<file path="src/rtl/dose_scheduler.sv">
// Dose scheduler: counts minutes to each dose, handshakes with the motor stage, then tracks patient ack.
// All outputs registered, 1 cycle after the sampled input; dispense_req holds until dispense_done.
module dose_scheduler #(
  parameter int INTERVAL_W  = 10,
  parameter int DOSE_W      = 4,
  parameter int ACK_TIMEOUT = 15
) (
  input  logic                  CLOCK_50,
  input  logic                  reset,
  input  logic                  minutePulse,
  input  logic                  enable,
  input  logic                  cfg_load,
  input  logic [INTERVAL_W-1:0] cfg_interval,
  input  logic [DOSE_W-1:0]     cfg_doses,
  input  logic                  dispense_done,
  input  logic                  dose_ack,
  output logic                  dispense_req,
  output logic                  alarm,
  output logic [INTERVAL_W-1:0] minutes_left,
  output logic [DOSE_W-1:0]     doses_given,
  output logic [DOSE_W-1:0]     missed_count,
  output logic                  course_done,
  output logic                  overrun
);

  localparam int AW = (ACK_TIMEOUT < 2) ? 1 : $clog2(ACK_TIMEOUT + 1);

  typedef enum logic [2:0] {IDLE, COUNT, REQUEST, WAIT_ACK, DONE} state_t;

  state_t                state, state_nxt;
  logic [INTERVAL_W-1:0] interval_q, interval_nxt;
  logic [DOSE_W-1:0]     target_q, target_nxt;
  logic [AW-1:0]         ack_timer, ack_timer_nxt;
  logic [INTERVAL_W-1:0] minutes_left_nxt;
  logic [DOSE_W-1:0]     doses_given_nxt, missed_count_nxt;
  logic                  dispense_req_nxt, alarm_nxt, course_done_nxt, overrun_nxt;
  logic                  tick, expire, timeout;

  // Countdown runs only under enable in COUNT, but unconditionally while a dose is in flight.
  assign tick    = minutePulse & (((state == COUNT) & enable) | (state == REQUEST) | (state == WAIT_ACK));
  assign expire  = tick & (minutes_left <= INTERVAL_W'(1));
  assign timeout = minutePulse & (state == WAIT_ACK) & (ack_timer == AW'(1));

  always_ff @(posedge CLOCK_50 or posedge reset) begin
    if (reset) begin
      state        <= IDLE;
      interval_q   <= INTERVAL_W'(1);
      target_q     <= '0;
      ack_timer    <= '0;
      minutes_left <= '0;
      doses_given  <= '0;
      missed_count <= '0;
      dispense_req <= 1'b0;
      alarm        <= 1'b0;
      course_done  <= 1'b0;
      overrun      <= 1'b0;
    end else begin
      state        <= state_nxt;
      interval_q   <= interval_nxt;
      target_q     <= target_nxt;
      ack_timer    <= ack_timer_nxt;
      minutes_left <= minutes_left_nxt;
      doses_given  <= doses_given_nxt;
      missed_count <= missed_count_nxt;
      dispense_req <= dispense_req_nxt;
      alarm        <= alarm_nxt;
      course_done  <= course_done_nxt;
      overrun      <= overrun_nxt;
    end
  end

  always_comb begin
    state_nxt        = state;
    interval_nxt     = interval_q;
    target_nxt       = target_q;
    ack_timer_nxt    = ack_timer;
    minutes_left_nxt = minutes_left;
    doses_given_nxt  = doses_given;
    missed_count_nxt = missed_count;
    dispense_req_nxt = dispense_req;
    alarm_nxt        = alarm;
    course_done_nxt  = course_done;
    overrun_nxt      = overrun;

    if (cfg_load) begin
      interval_nxt     = (cfg_interval == '0) ? INTERVAL_W'(1) : cfg_interval;
      target_nxt       = cfg_doses;
      ack_timer_nxt    = '0;
      minutes_left_nxt = '0;
      doses_given_nxt  = '0;
      missed_count_nxt = '0;
      dispense_req_nxt = 1'b0;
      alarm_nxt        = 1'b0;
      course_done_nxt  = 1'b0;
      overrun_nxt      = 1'b0;
      state_nxt        = IDLE;
    end else begin
      if (tick)
        minutes_left_nxt = expire ? interval_q : minutes_left - 1'b1;

      case (state)
        IDLE: begin
          if (enable) begin
            minutes_left_nxt = interval_q;
            state_nxt        = COUNT;
          end
        end
        COUNT: begin
          if (expire) begin
            dispense_req_nxt = 1'b1;
            state_nxt        = REQUEST;
          end
        end
        REQUEST: begin
          // A second expiry while the motor is busy is flagged, not queued.
          if (expire)
            overrun_nxt = 1'b1;
          if (dispense_done) begin
            doses_given_nxt  = (doses_given == '1) ? doses_given : doses_given + 1'b1;
            dispense_req_nxt = 1'b0;
            alarm_nxt        = 1'b1;
            ack_timer_nxt    = AW'(ACK_TIMEOUT);
            state_nxt        = WAIT_ACK;
          end
        end
        WAIT_ACK: begin
          if (minutePulse && ack_timer != '0)
            ack_timer_nxt = ack_timer - 1'b1;
          if (dose_ack | timeout | expire) begin
            if (!dose_ack)
              missed_count_nxt = (missed_count == '1) ? missed_count : missed_count + 1'b1;
            alarm_nxt = expire & ~dose_ack;
            if (target_q != '0 && doses_given == target_q) begin
              minutes_left_nxt = '0;
              alarm_nxt        = 1'b0;
              course_done_nxt  = 1'b1;
              state_nxt        = DONE;
            end else if (expire) begin
              dispense_req_nxt = 1'b1;
              state_nxt        = REQUEST;
            end else begin
              state_nxt = COUNT;
            end
          end
        end
        DONE: minutes_left_nxt = '0;
        default: state_nxt = IDLE;
      endcase
    end
  end

endmodule
</file>
<file path="config.mk">
export PLATFORM = sky130hd
export DESIGN_NAME = dose_scheduler
export DESIGN_NICKNAME = d
export VERILOG_FILES = /design/src/rtl/dose_scheduler.sv
export SDC_FILE = /design/constraint.sdc
export NUM_CORES = 1
export LEC_CHECK = 0
export ABC_AREA = 0
export BUFFER_PORTS_ARGS = -buffer_cell sky130_fd_sc_hd__buf_2
export CAP_MARGIN = 20
export CORE_ASPECT_RATIO = 1.75
export CORE_MARGIN = 1
export CORE_UTILIZATION = 58
export CTS_BUF_LIST = sky130_fd_sc_hd__clkbuf_8
export DETAILED_ROUTE_END_ITERATION = 7
export GPL_ROUTABILITY_DRIVEN = 0
export PLACE_DENSITY = 0.9
export SYNTH_ARGS = -nofsm -noshare
export SYNTH_HDL_FRONTEND = slang
export SYNTH_SLANG_ARGS = --single-unit
</file>
<file path="constraint.sdc">
create_clock -name CLOCK_50 -period 3 [get_ports CLOCK_50]
set_input_delay 0.3 -clock CLOCK_50 [delete_from_list [all_inputs] [get_ports CLOCK_50]]
set_output_delay 0.3 -clock CLOCK_50 [all_outputs]
set_load 0.03 [all_outputs]
</file>
==> results of run 1 <==
==> critical path, delay by kind of cell (launching register included) <==
kind,cells,cell delay [ns]
compound gates,3,0.56
fa+ha+maj,1,0.13
buf+inv,1,0.08
flops,1,0.40
simple gates,3,1.10
==> placed cells by master, fill, tap and decap left out, types with 3 or more instances in the layout <==
cell type / instances
sky130_fd_sc_hd__xor2_1: 7
sky130_fd_sc_hd__mux2_2: 13
sky130_fd_sc_hd__buf_2: 42
sky130_fd_sc_hd__nand2b_1: 6
sky130_fd_sc_hd__o21ai_0: 16
sky130_fd_sc_hd__and2_1: 3
sky130_fd_sc_hd__dfrtp_1: 42
sky130_fd_sc_hd__nand3_1: 7
sky130_fd_sc_hd__nand4_1: 3
sky130_fd_sc_hd__ha_1: 6
sky130_fd_sc_hd__nor2_1: 28
sky130_fd_sc_hd__a311oi_1: 3
sky130_fd_sc_hd__nor2b_1: 4
sky130_fd_sc_hd__a21oi_1: 15
sky130_fd_sc_hd__nor3_1: 14
sky130_fd_sc_hd__nor3b_1: 4
sky130_fd_sc_hd__o22ai_1: 3
sky130_fd_sc_hd__buf_4: 5
sky130_fd_sc_hd__inv_1: 11
sky130_fd_sc_hd__or4_1: 3
sky130_fd_sc_hd__nor4_1: 6
sky130_fd_sc_hd__nand2_1: 23
sky130_fd_sc_hd__a22oi_1: 3
sky130_fd_sc_hd__clkbuf_8: 5
sky130_fd_sc_hd__and3_1: 5
sky130_fd_sc_hd__a31oi_1: 3
==> repair_timing <==
action                                 CTS  global route
hold buffers                             0             1
setup endpoints to repair                0             0
endpoints found under the hold margin    0             1
buffers inserted                         0             0
==> through the flow <==
stage	hold WS [ns]	worst slack [ns]	power [mW]	cell area [um^2]
floorplan	0.421	0.660	1.36	2600
global placement	0.480	0.761	1.53	2810
detailed placement	0.481	0.742	1.56	2810
global route	0.223	0.451	2.14	2960
finish	0.224	0.631	2.03	2960
CTS	0.224	0.677	2.02	2930
==> cell families after synthesis <==
family                     count (synthesis)
AOI/OAI and AO/OA                         65
xor gates and xnor gates                   9
adders and majority gates                  6
buffers and inverters                     23
DFF                                       43
muxes                                     15
and+or+nand+nor                          117
==> state kept, by name (all words and copies together) (netlist names) <==
register and flops:
interval_q 10, dispense_req 1, ack_timer 4, doses_given 4
course_done 1, alarm 1, state 3, missed_count 4
minutes_left 10, target_q 4, overrun 1
==> power breakdown <==
part           internal [mW]  switching (mW)
clock                  0.248           0.208
combinational          0.307           0.528
sequential             0.646          0.0984
total                   1.20           0.834
==> routing by layer <==
layer / vias to the layer above / share of wire / GRT usage
met4: 0 / 0.045 / 0.160
met3: 26 / 0.035 / 0.0471
li1: 1105 / - / -
met2: 80 / 0.54 / 0.512
met1: 1182 / 0.38 / 0.329
met5: - / 0 / 0
==> layout make-up <==
cell class / instances / area [um^2]
Clock buffer: 5 / 68.8
Clock inverter: 3 / 43.8
Fill cell: 315 / 1260
Inverter: 11 / 41.3
Multi-Input combinational cell: 212 / 1390
Sequential cell: 43 / 1080
Tap cell: 49 / 61.3
Timing Repair Buffer: 49 / 285
==> how the worst max path moves through the flow <==
stage                                          from                        end  slack [ns]  depth (start not counted)
after floorplan           minutes_left[4]$_DFF_PP0_  minutes_left[9]$_DFF_PP0_        0.66                          6
after global placement    minutes_left[7]$_DFF_PP0_  minutes_left[8]$_DFF_PP0_        0.76                          6
after global routing       ack_timer[1]$_DFFE_PP0P_    course_done$_DFFE_PP0P_        0.45                          8
after CTS                 minutes_left[4]$_DFF_PP0_  minutes_left[8]$_DFF_PP0_        0.68                          6
final                      ack_timer[1]$_DFFE_PP0P_    course_done$_DFFE_PP0P_        0.63                          8
after detailed placement  minutes_left[4]$_DFF_PP0_  minutes_left[8]$_DFF_PP0_        0.74                          6
==> impl_results.md, run 1 <==
* Slew at the pin with the worst max-slew slack at 0.785 ns
* Global-route wire length before repair at 10.6 mm
* Clock latency on the worst-skew pair at 0.30 ns
* Status: finished, final reports clean
* Worst Reg2Reg Path Length in Cells at 8
* Setup Crit Path Kind: flop to flop
* FF-to-FF setup slack at 0.63 ns
* Worst path slowest cell: sky130_fd_sc_hd__nor4bb_1
* Site Rows at 31
* Post-synthesis instance total at 278
* Critical Path Fanout Max at 5
* Largest area contributor in the netlist: sky130_fd_sc_hd__dfrtp_1
* Compound-cell area share of the yosys netlist at 0.169
* Total standard cell area after synthesis at 0.00260 mm^2
* Global route total overflow at 0
* Final count of hold timing violations at 0
* F_max at 422 MHz
* Post-synthesis cell type count at 53
* Worst reg2reg path endpoint: course_done$_DFFE_PP0P_
* Post-synth EDFFs at 0
* Number of global-route vias before repair at 2274
* Post-route clock period utilization at 0.790
* # diodes at 0
* Number of nets at the end of the flow at 349
* Chip Width at 52.6 um
* Leading cell types by total area after synthesis: sky130_fd_sc_hd__dfrtp_1 40%, sky130_fd_sc_hd__mux2_2 5.6%, sky130_fd_sc_hd__nor2_1 4.0%
* Synth warn at 0
* Critical path startpoint category: flop
* Cell count after placement at 362
* Synthesis-to-finish area growth at 13.9%
* Power per Cell Area at 686 mW/mm^2
* Input/output buffers at 42
* Cells along the critical path: inv_1 -> ha_1 -> nor4bb_1 -> o21ai_0 -> and3_1 -> a22oi_1 -> nand4_1 -> o21ai_0
* Data arrival time of the critical path at 2.57 ns
* Cell with the most instances after synthesis: sky130_fd_sc_hd__dfrtp_1
* Main combinational cell family by area after synthesis: simple AND/OR/NAND/NOR gates
* Number of setup violations in the final report at 0
* Number of storage elements in the synthesis netlist at 43
* Class of the tightest hold or removal check: input port to flop
* Most used cell, CP: sky130_fd_sc_hd__o21ai_0
* Post-synthesis share of cell area spent on and, or, nand and nor gates at 0.240
* Residual DRC at 0
* Mapped Avg Cell Area at 9.36 um^2
* Most numerous cell types in the synthesized netlist: 42 x sky130_fd_sc_hd__dfrtp_1, 28 x sky130_fd_sc_hd__nor2_1, 23 x sky130_fd_sc_hd__nand2_1, 16 x sky130_fd_sc_hd__o21ai_0, 15 x sky130_fd_sc_hd__a21oi_1
* Layout cells sized above 1 at 0.260
* Drt first pass iters at 4
* First-iteration detailed-routing DRC count at 80
* Core region area at 0.00423 mm^2
* Number of max-capacitance violations reported at 0
* Nature of the critical path endpoint: flop
* Post-DR wirelength/cell at 18.0 um
* Critical path data required time at 3.20 ns
* Yosys top cell area share at 0.404
* Static Leakage at 1.34 nW
* Total clock buffers created by CTS at 5
* Max Clock Skew at 0.00841 ns
* Maximum ir drop on the vdd rail at 0.484 mV
* Vias per inst at 6.43
* Setup repair after global routing missed its margin: false
* Fraction of registers with async set/reset at 1.00
* Share of the synthesized netlist area taken by xor and xnor gates at 0.0303
* Destination of the worst hold path: interval_q[3]$_DFFE_PP0P_
* Die Height at 90.6 um
* Net count of the mapped netlist at 305
* Share of synthesized area spent on multiplexers at 0.0639
* CTS tree: yes
* Largest net degree at the start of global routing at 29
* Final ANT Viol Nets at 0
* I/O Pins at 43
* Min Tclk post-route at 2.37 ns
* PostCTS Resize Cnt at 0
* Detailed placer's ending HPWL at 4.74 mm
* Total routed wirelength at 6.68 mm
* Top FF cell, synth: sky130_fd_sc_hd__dfrtp_1
* Arithmetic-cell share of the synthesized area counting full adders, half adders and majority gates at 0.0288
* Area enclosed by the die boundary at 0.00477 mm^2
* Rel. slew slack at 0.470
* Final setup TNS at 0 ns
* Clock transition at path regs at 0.09 ns
* Final standard cell count with taps included and fillers excluded at 372
* Initial core utilization at 0.616
* Cell depth of the worst min-delay path at 3
* Initial antenna violation count at 0
* Vias after detailed routing at 2393
* Root Buffer Master: sky130_fd_sc_hd__clkbuf_8
* CTS Sinks at 43
* Tot GR Track Use at 0.296
* R2r startpoint: ack_timer[1]$_DFFE_PP0P_
* Sequential element share of the synthesized area at 0.414
* Final Slew Violations at 0
* Largest incremental delay on the critical path at 0.69 ns
* Post-Route Utilization at 0.701
* Number of buffers between clock root and the deepest sink at 2
* HP Start: cfg_interval[3]
* H-Tree Level Count at 2
Power figures use the tool's default switching activity.
==> inputs of run 2 (changes only) <==
Clock period 3 ns to 2.28 ns, I/O delays scaled along.
==> run 2 against run 1 <==
Compared with the run above:
- clock power rose by 11%
- first-iteration DRC count rose by 30%
- critical path depth fell by 2
- clock skew rose by 0.0017 ns
- non-clock buffer count rose by 8
- combinational power rose by 41%
==> impl_results.md, run 2 (synthesized netlist as in run 1, its figures left out) <==
* Layout cells sized above 1 at 0.287 (+0.0269)
* Portion of total power attributed to the clock network at 0.192 (-0.032)
* Total routed wirelength at 6.47 mm (-3.1%)
* Overall power at 2.64 mW (+30%)
* Class of the tightest hold or removal check: input port to async pin
* Rel. slew slack at 0.590 (+0.121)
* Min Tclk post-route at 2.19 ns (-0.176 ns)
* Nature of the critical path endpoint: flop
* Static Leakage at 1.36 nW (+1.6%)
* Vias per inst at 6.40 (-0.55%)
* Largest net degree at the start of global routing at 44 (+52%)
* Setup Crit Path Kind: flop to flop
* Placement Setup Slack at 0.150 ns (-0.592 ns)
* Final ANT Viol Nets at 0 (unchanged)
* Clock latency on the worst-skew pair at 0.30 ns (about the same)
* Final count of hold timing violations at 0 (unchanged)
* Root Buffer Master: sky130_fd_sc_hd__clkbuf_8
* Final Slew Violations at 0 (unchanged)
* Max Clock Skew at 0.0101 ns (+0.00166 ns)
* Number of setup violations in the final report at 0 (unchanged)
* Number of nets at the end of the flow at 357 (+2.3%)
* Input/output buffers at 42 (unchanged)
* Residual DRC at 0 (unchanged)
* Highest-count cells in the layout ignoring fill and taps: 42 x sky130_fd_sc_hd__buf_2, 41 x sky130_fd_sc_hd__dfrtp_1, 28 x sky130_fd_sc_hd__nor2_1
* Tot GR Track Use at 0.298 (+0.00188)
* Vias after detailed routing at 2431 (+1.6%)
* Core region area at 0.00423 mm^2 (unchanged)
* Synthesis-to-finish area growth at 14.9%
* Clock transition at path regs at 0.09 ns (about the same)
* Drt first pass iters at 4 (unchanged)
* Critical Path Fanout Max at 6 (+1)
* Slew at the pin with the worst max-slew slack at 0.610 ns (-0.175 ns)
* H-Tree Level Count at 2 (unchanged)
* I/O Pins at 43 (unchanged)
* Number of global-route vias before repair at 2391 (+5.1%)
* Final worst setup slack at 0.0870 ns (-0.544 ns)
* Final standard cell count with taps included and fillers excluded at 380 (+2.2%)
* Chip Width at 52.6 um (unchanged)
* Number of max-capacitance violations reported at 0 (unchanged)
* Critical path data required time at 2.46 ns (-0.74 ns)
* Setup repair after global routing missed its margin: false
* Most frequent standard cell in the layout excluding fill and tap cells: sky130_fd_sc_hd__buf_2
* Global-route wire length before repair at 10.7 mm (+1.3%)
* Internal power component at 1.53 mW (+27%)
* CTS Sinks at 43 (unchanged)
* Final setup TNS at 0 ns (unchanged)
* Area enclosed by the die boundary at 0.00477 mm^2 (unchanged)
* Status: finished, final reports clean
* Die Height at 90.6 um (unchanged)
* Worst Reg2Reg Path Length in Cells at 6 (-2)
* Initial core utilization at 0.616 (unchanged)
* Cell count after placement at 372 (+2.8%)
* Maximum ir drop on the vdd rail at 0.804 mV (+66%)
* First-iteration detailed-routing DRC count at 104 (+30%)
* Sequential fraction of design power at 0.363 (-0.003)
* Post-DR wirelength/cell at 17.0 um (-5.2%)
* Switching power at 1.11 mW (+33%)
* Total clock buffers created by CTS at 5 (unchanged)
* Post-route clock period utilization at 0.962 (+0.172)
* Global route total overflow at 0 (unchanged)
* Detailed placer's ending HPWL at 4.74 mm (about the same)
* Final design area excluding fillers at 0.00299 mm^2 (+0.89%)
* Dpl cell area at 0.00289 mm^2 (+2.7%)
* Data arrival time of the critical path at 2.38 ns (-0.19 ns)
* F_max at 456 MHz (+8.0%)
* Site Rows at 31 (unchanged)
* Initial antenna violation count at 0 (unchanged)
* Largest regs: interval_q: 10 flops, minutes_left: 10 flops
* Number of buffers between clock root and the deepest sink at 2 (unchanged)
* Switching part of the total power at 0.421 (+0.0107)
* Critical path startpoint category: flop
* # diodes at 0 (unchanged)
* Comb power frac at 0.445 (+0.035)
* Power per Cell Area at 883 mW/mm^2 (+29%)
* CTS tree: yes
-- run 2: critical path, cell delays in order (launching register included) --
cell and delay (ns):
sky130_fd_sc_hd__dfrtp_1 0.39, sky130_fd_sc_hd__or4_4 0.55, sky130_fd_sc_hd__or3_4 0.39, sky130_fd_sc_hd__o21ai_2 0.22
sky130_fd_sc_hd__a41oi_2 0.23, sky130_fd_sc_hd__a21oi_1 0.23, sky130_fd_sc_hd__nor3_2 0.07
-- run 2: final cells by class --
type	instances	area, um^2
multi-input cells	212	1390
fillers	331	1240
flip-flops and latches	43	1080
repair buffers	57	323
clock buffers	5	68.8
well taps	49	61.3
inverters	11	41.3
clock inverters	3	25.0
-- run 2: metrics by stage --
step,util,hold WS (ns)
floorplan,-,0.349
global placement,0.684,0.385
detailed placement,0.684,0.411
CTS,0.706,0.0795
global route,0.707,0.140
finish,0.707,0.0536
-- run 2: power by group through the flow --
stage	sequential [mW]	combinational (mW)	clock, mW
final	0.958	1.18	0.507
after global routing	0.966	1.28	0.532
after CTS	0.951	1.15	0.508
after detailed placement	0.965	1.14	0
after global placement	0.960	1.12	0
after floorplan	1.05	0.742	0
-- run 2: layer usage --
| layer | global-route usage | vias to the layer above | wire, um |
|---|---|---|---|
| met5 | 0 | - | 0 |
| met4 | 0.171 | 0 | 350 |
| met3 | 0.0488 | 31 | 390 |
| met2 | 0.502 | 109 | 3440 |
| met1 | 0.338 | 1173 | 2290 |
| li1 | - | 1118 | - |
-- run 2: final timing paths --
kind | from | endpoint | slack (ns)
worst max-delay path | minutes_left[6]$_DFF_PP0_ | minutes_left[9]$_DFF_PP0_ | 0.09
worst min-delay path | reset | interval_q[9]$_DFFE_PP0P_ | 0.05
worst max register to register | minutes_left[6]$_DFF_PP0_ | minutes_left[9]$_DFF_PP0_ | 0.09
worst min register to register | interval_q[3]$_DFFE_PP0P_ | minutes_left[3]$_DFF_PP0_ | 0.51
max in group asynchronous | reset | minutes_left[4]$_DFF_PP0_ | 1.83
min in group CLOCK_50 | cfg_interval[3] | interval_q[3]$_DFFE_PP0P_ | 0.14
-- run 2: what timing repair did --
action	CTS	global route
resized for setup	0	2
setup buffers	0	0
setup endpoints to repair	0	10
hold buffers	0	0
==> inputs of run 3 (changes only) <==
==> constraint.sdc (replaced) <==
create_clock -name CLOCK_50 -period 2.28 [get_ports CLOCK_50]
set_input_delay 0.342 -clock CLOCK_50 [delete_from_list [all_inputs] [get_ports CLOCK_50]]
set_output_delay 0.342 -clock CLOCK_50 [all_outputs]
set_load 0.03 [all_outputs]
==> run 3 against run 2 <==
Compared with the run above:
- sequential share of layout area down 0.11 points
- non-clock buffer count rose by 1
- clock skew up 0.0010 ns
- highest routed layer unchanged
- worst setup slack better by 0.041 ns
- critical endpoint unchanged
- critical path depth unchanged
- routed wire length rose by 4.7%
- cell area increased by 0.29%
- via count decreased by 0.86%
- largest power group unchanged
==> impl_results.md, run 3 (synthesized netlist as in run 1, its figures left out) <==
* Status: finished, final reports clean
* Clock latency on the worst-skew pair at 0.31 ns (about the same)
* Min Tclk post-route at 2.15 ns (-0.0411 ns)
* Setup Buffers After CTS at 0 (unchanged)
* # diodes at 0 (unchanged)
* Initial antenna violation count at 0 (unchanged)
* Met1 layer wirelength in the final routing at 2.46 mm (+7.6%)
* Largest net degree at the start of global routing at 44 (unchanged)
* H-Tree Level Count at 2 (unchanged)
* Residual DRC at 0 (unchanged)
* F_max at 465 MHz (+1.9%)
* Number of buffers between clock root and the deepest sink at 2 (unchanged)
* Detailed placer's ending HPWL at 4.82 mm (+1.8%)
* First-iteration detailed-routing DRC count at 106 (+1.9%)
* Synthesis-to-finish area growth at 15.2%
* Final ANT Viol Nets at 0 (unchanged)
* Total length of routed met3 wires at 355 um (-9.0%)
* Highest metal layer with signal wires: met4
* Slew at the pin with the worst max-slew slack at 0.615 ns (+0.00570 ns)
* Die Height at 90.6 um (unchanged)
* Max Clock Skew at 0.0111 ns (+0.00101 ns)
* Chip Width at 52.6 um (unchanged)
* Total routed wirelength at 6.77 mm (+4.7%)
* Final Slew Violations at 0 (unchanged)
* Final setup TNS at 0 ns (unchanged)
* Final count of hold timing violations at 0 (unchanged)
* Critical Path Fanout Max at 6 (unchanged)
* Data arrival time of the critical path at 2.35 ns (-0.03 ns)
* Vias per inst at 6.33 (-1.1%)
* Post-DR wirelength/cell at 17.8 um (+4.4%)
* Cell count after placement at 373 (+0.27%)
* Fill cell instance count of the final layout at 315 (-4.8%)
* Site Rows at 31 (unchanged)
* Class of the tightest hold or removal check: input port to async pin
* Post-route clock period utilization at 0.944 (-0.0180)
* Power per Cell Area at 884 mW/mm^2 (+0.15%)
* Total clock buffers created by CTS at 5 (unchanged)
* Most frequent standard cell in the layout excluding fill and tap cells: sky130_fd_sc_hd__buf_2
* Drt first pass iters at 5 (+1)
* Largest regs: interval_q: 10 flops, minutes_left: 10 flops
* Core region area at 0.00423 mm^2 (unchanged)
* Setup repair after global routing missed its margin: false
* Nature of the critical path endpoint: flop
* Static Leakage at 1.36 nW (+0.14%)
* Number of max-capacitance violations reported at 0 (unchanged)
* I/O Pins at 43 (unchanged)
* Number of nets at the end of the flow at 358 (+0.28%)
* Setup Crit Path Kind: flop to flop
* Global-route wire length before repair at 11.1 mm (+3.9%)
* Critical path startpoint category: flop
* Vias after detailed routing at 2410 (-0.86%)
* Number of setup violations in the final report at 0 (unchanged)
* Number of global-route vias before repair at 2373 (-0.75%)
* CTS Sinks at 43 (unchanged)
* Final standard cell count with taps included and fillers excluded at 381 (+0.26%)
* Maximum ir drop on the vdd rail at 0.738 mV (-8.2%)
* Highest-count cells in the layout ignoring fill and taps: 42 x sky130_fd_sc_hd__buf_2, 41 x sky130_fd_sc_hd__dfrtp_1, 27 x sky130_fd_sc_hd__nor2_1
* Critical path data required time at 2.48 ns (+0.02 ns)
* CTS tree: yes
* Input/output buffers at 42 (unchanged)
* Routed length on met2 at 3.73 mm (+8.2%)
* Global route total overflow at 0 (unchanged)
* Clock transition at path regs at 0.09 ns (about the same)
* Rel. slew slack at 0.587 (-0.00383)
* Initial core utilization at 0.616 (unchanged)
* Root Buffer Master: sky130_fd_sc_hd__clkbuf_8
* Tot GR Track Use at 0.316 (+0.0177)
* Layout cells sized above 1 at 0.292 (+0.00516)
* Area enclosed by the die boundary at 0.00477 mm^2 (unchanged)
## run 3: cell count changes in the layout (fill, tap and decap cells not counted)
cell                         delta
sky130_fd_sc_hd__nor2_2         +1
sky130_fd_sc_hd__nor2_1         -1
sky130_fd_sc_hd__buf_4          +1
sky130_fd_sc_hd__clkinvlp_4     +1
sky130_fd_sc_hd__clkinv_4       -2
sky130_fd_sc_hd__inv_6          +1
## run 3: worst paths after layout
check | endpoint | from | slack [ns] | cells after the start
max in group asynchronous | minutes_left[4]$_DFF_PP0_ | reset | 1.73 | 3
min reg2reg | minutes_left[3]$_DFF_PP0_ | interval_q[3]$_DFFE_PP0P_ | 0.52 | 2
min | target_q[3]$_DFFE_PP0P_ | reset | 0.15 | 3
min in group CLOCK_50 | interval_q[3]$_DFFE_PP0P_ | cfg_interval[3] | 0.26 | 3
max reg2reg | minutes_left[9]$_DFF_PP0_ | minutes_left[6]$_DFF_PP0_ | 0.13 | 6
max | minutes_left[9]$_DFF_PP0_ | minutes_left[6]$_DFF_PP0_ | 0.13 | 6
## run 3: power breakdown
part | switching (mW) | internal (mW) | total [mW] | leakage (nW)
sequential | 0.110 | 0.850 | 0.960 | 0.558
clock | 0.291 | 0.219 | 0.510 | 0.0408
combinational | 0.724 | 0.458 | 1.18 | 0.762
total | 1.12 | 1.53 | 2.65 | 1.36
## run 3: cell type report
type | instances | area [um^2] | area share
multi-input cells | 212 | 1400 | 0.465
flip-flops and latches | 43 | 1080 | 0.360
repair buffers | 58 | 330 | 0.110
clock buffers | 5 | 68.8 | 0.0229
well taps | 49 | 61.3 | 0.0204
inverters | 11 | 41.3 | 0.0138
clock inverters | 3 | 23.8 | 0.00793
## run 3: worst max-delay path, stage by stage (launching register included)
cell and delay [ns]:
sky130_fd_sc_hd__dfrtp_1 0.39, sky130_fd_sc_hd__or4_4 0.55, sky130_fd_sc_hd__or3_4 0.39, sky130_fd_sc_hd__o21ai_2 0.22
sky130_fd_sc_hd__a41oi_2 0.23, sky130_fd_sc_hd__a21oi_1 0.21, sky130_fd_sc_hd__nor3_2 0.06
## run 3: stage by stage
stage	total power [mW]	util	setup WS [ns]	hold WS, ns	cell area (um^2)
6_report	2.65	0.709	0.128	0.152	3000
3_3_place_gp	2.08	0.685	0.186	0.483	2900
5_1_grt	2.80	0.709	0.0448	0.239	3000
4_1_cts	2.62	0.707	0.0972	0.176	2990
2_1_floorplan	1.80	-	0.0228	0.450	2600
3_5_place_dp	2.10	0.685	0.140	0.497	2900
## run 3: layer usage
layer | vias to the layer above | track usage
met1 | 1166 | 0.365
li1 | 1118 | -
met5 | - | 0
met4 | 0 | 0.154
met2 | 103 | 0.538
met3 | 23 | 0.0539
## run 3: what timing repair did
action	in CTS	in global routing
setup endpoints to repair	0	12
hold buffers	0	0
resized for setup	0	3
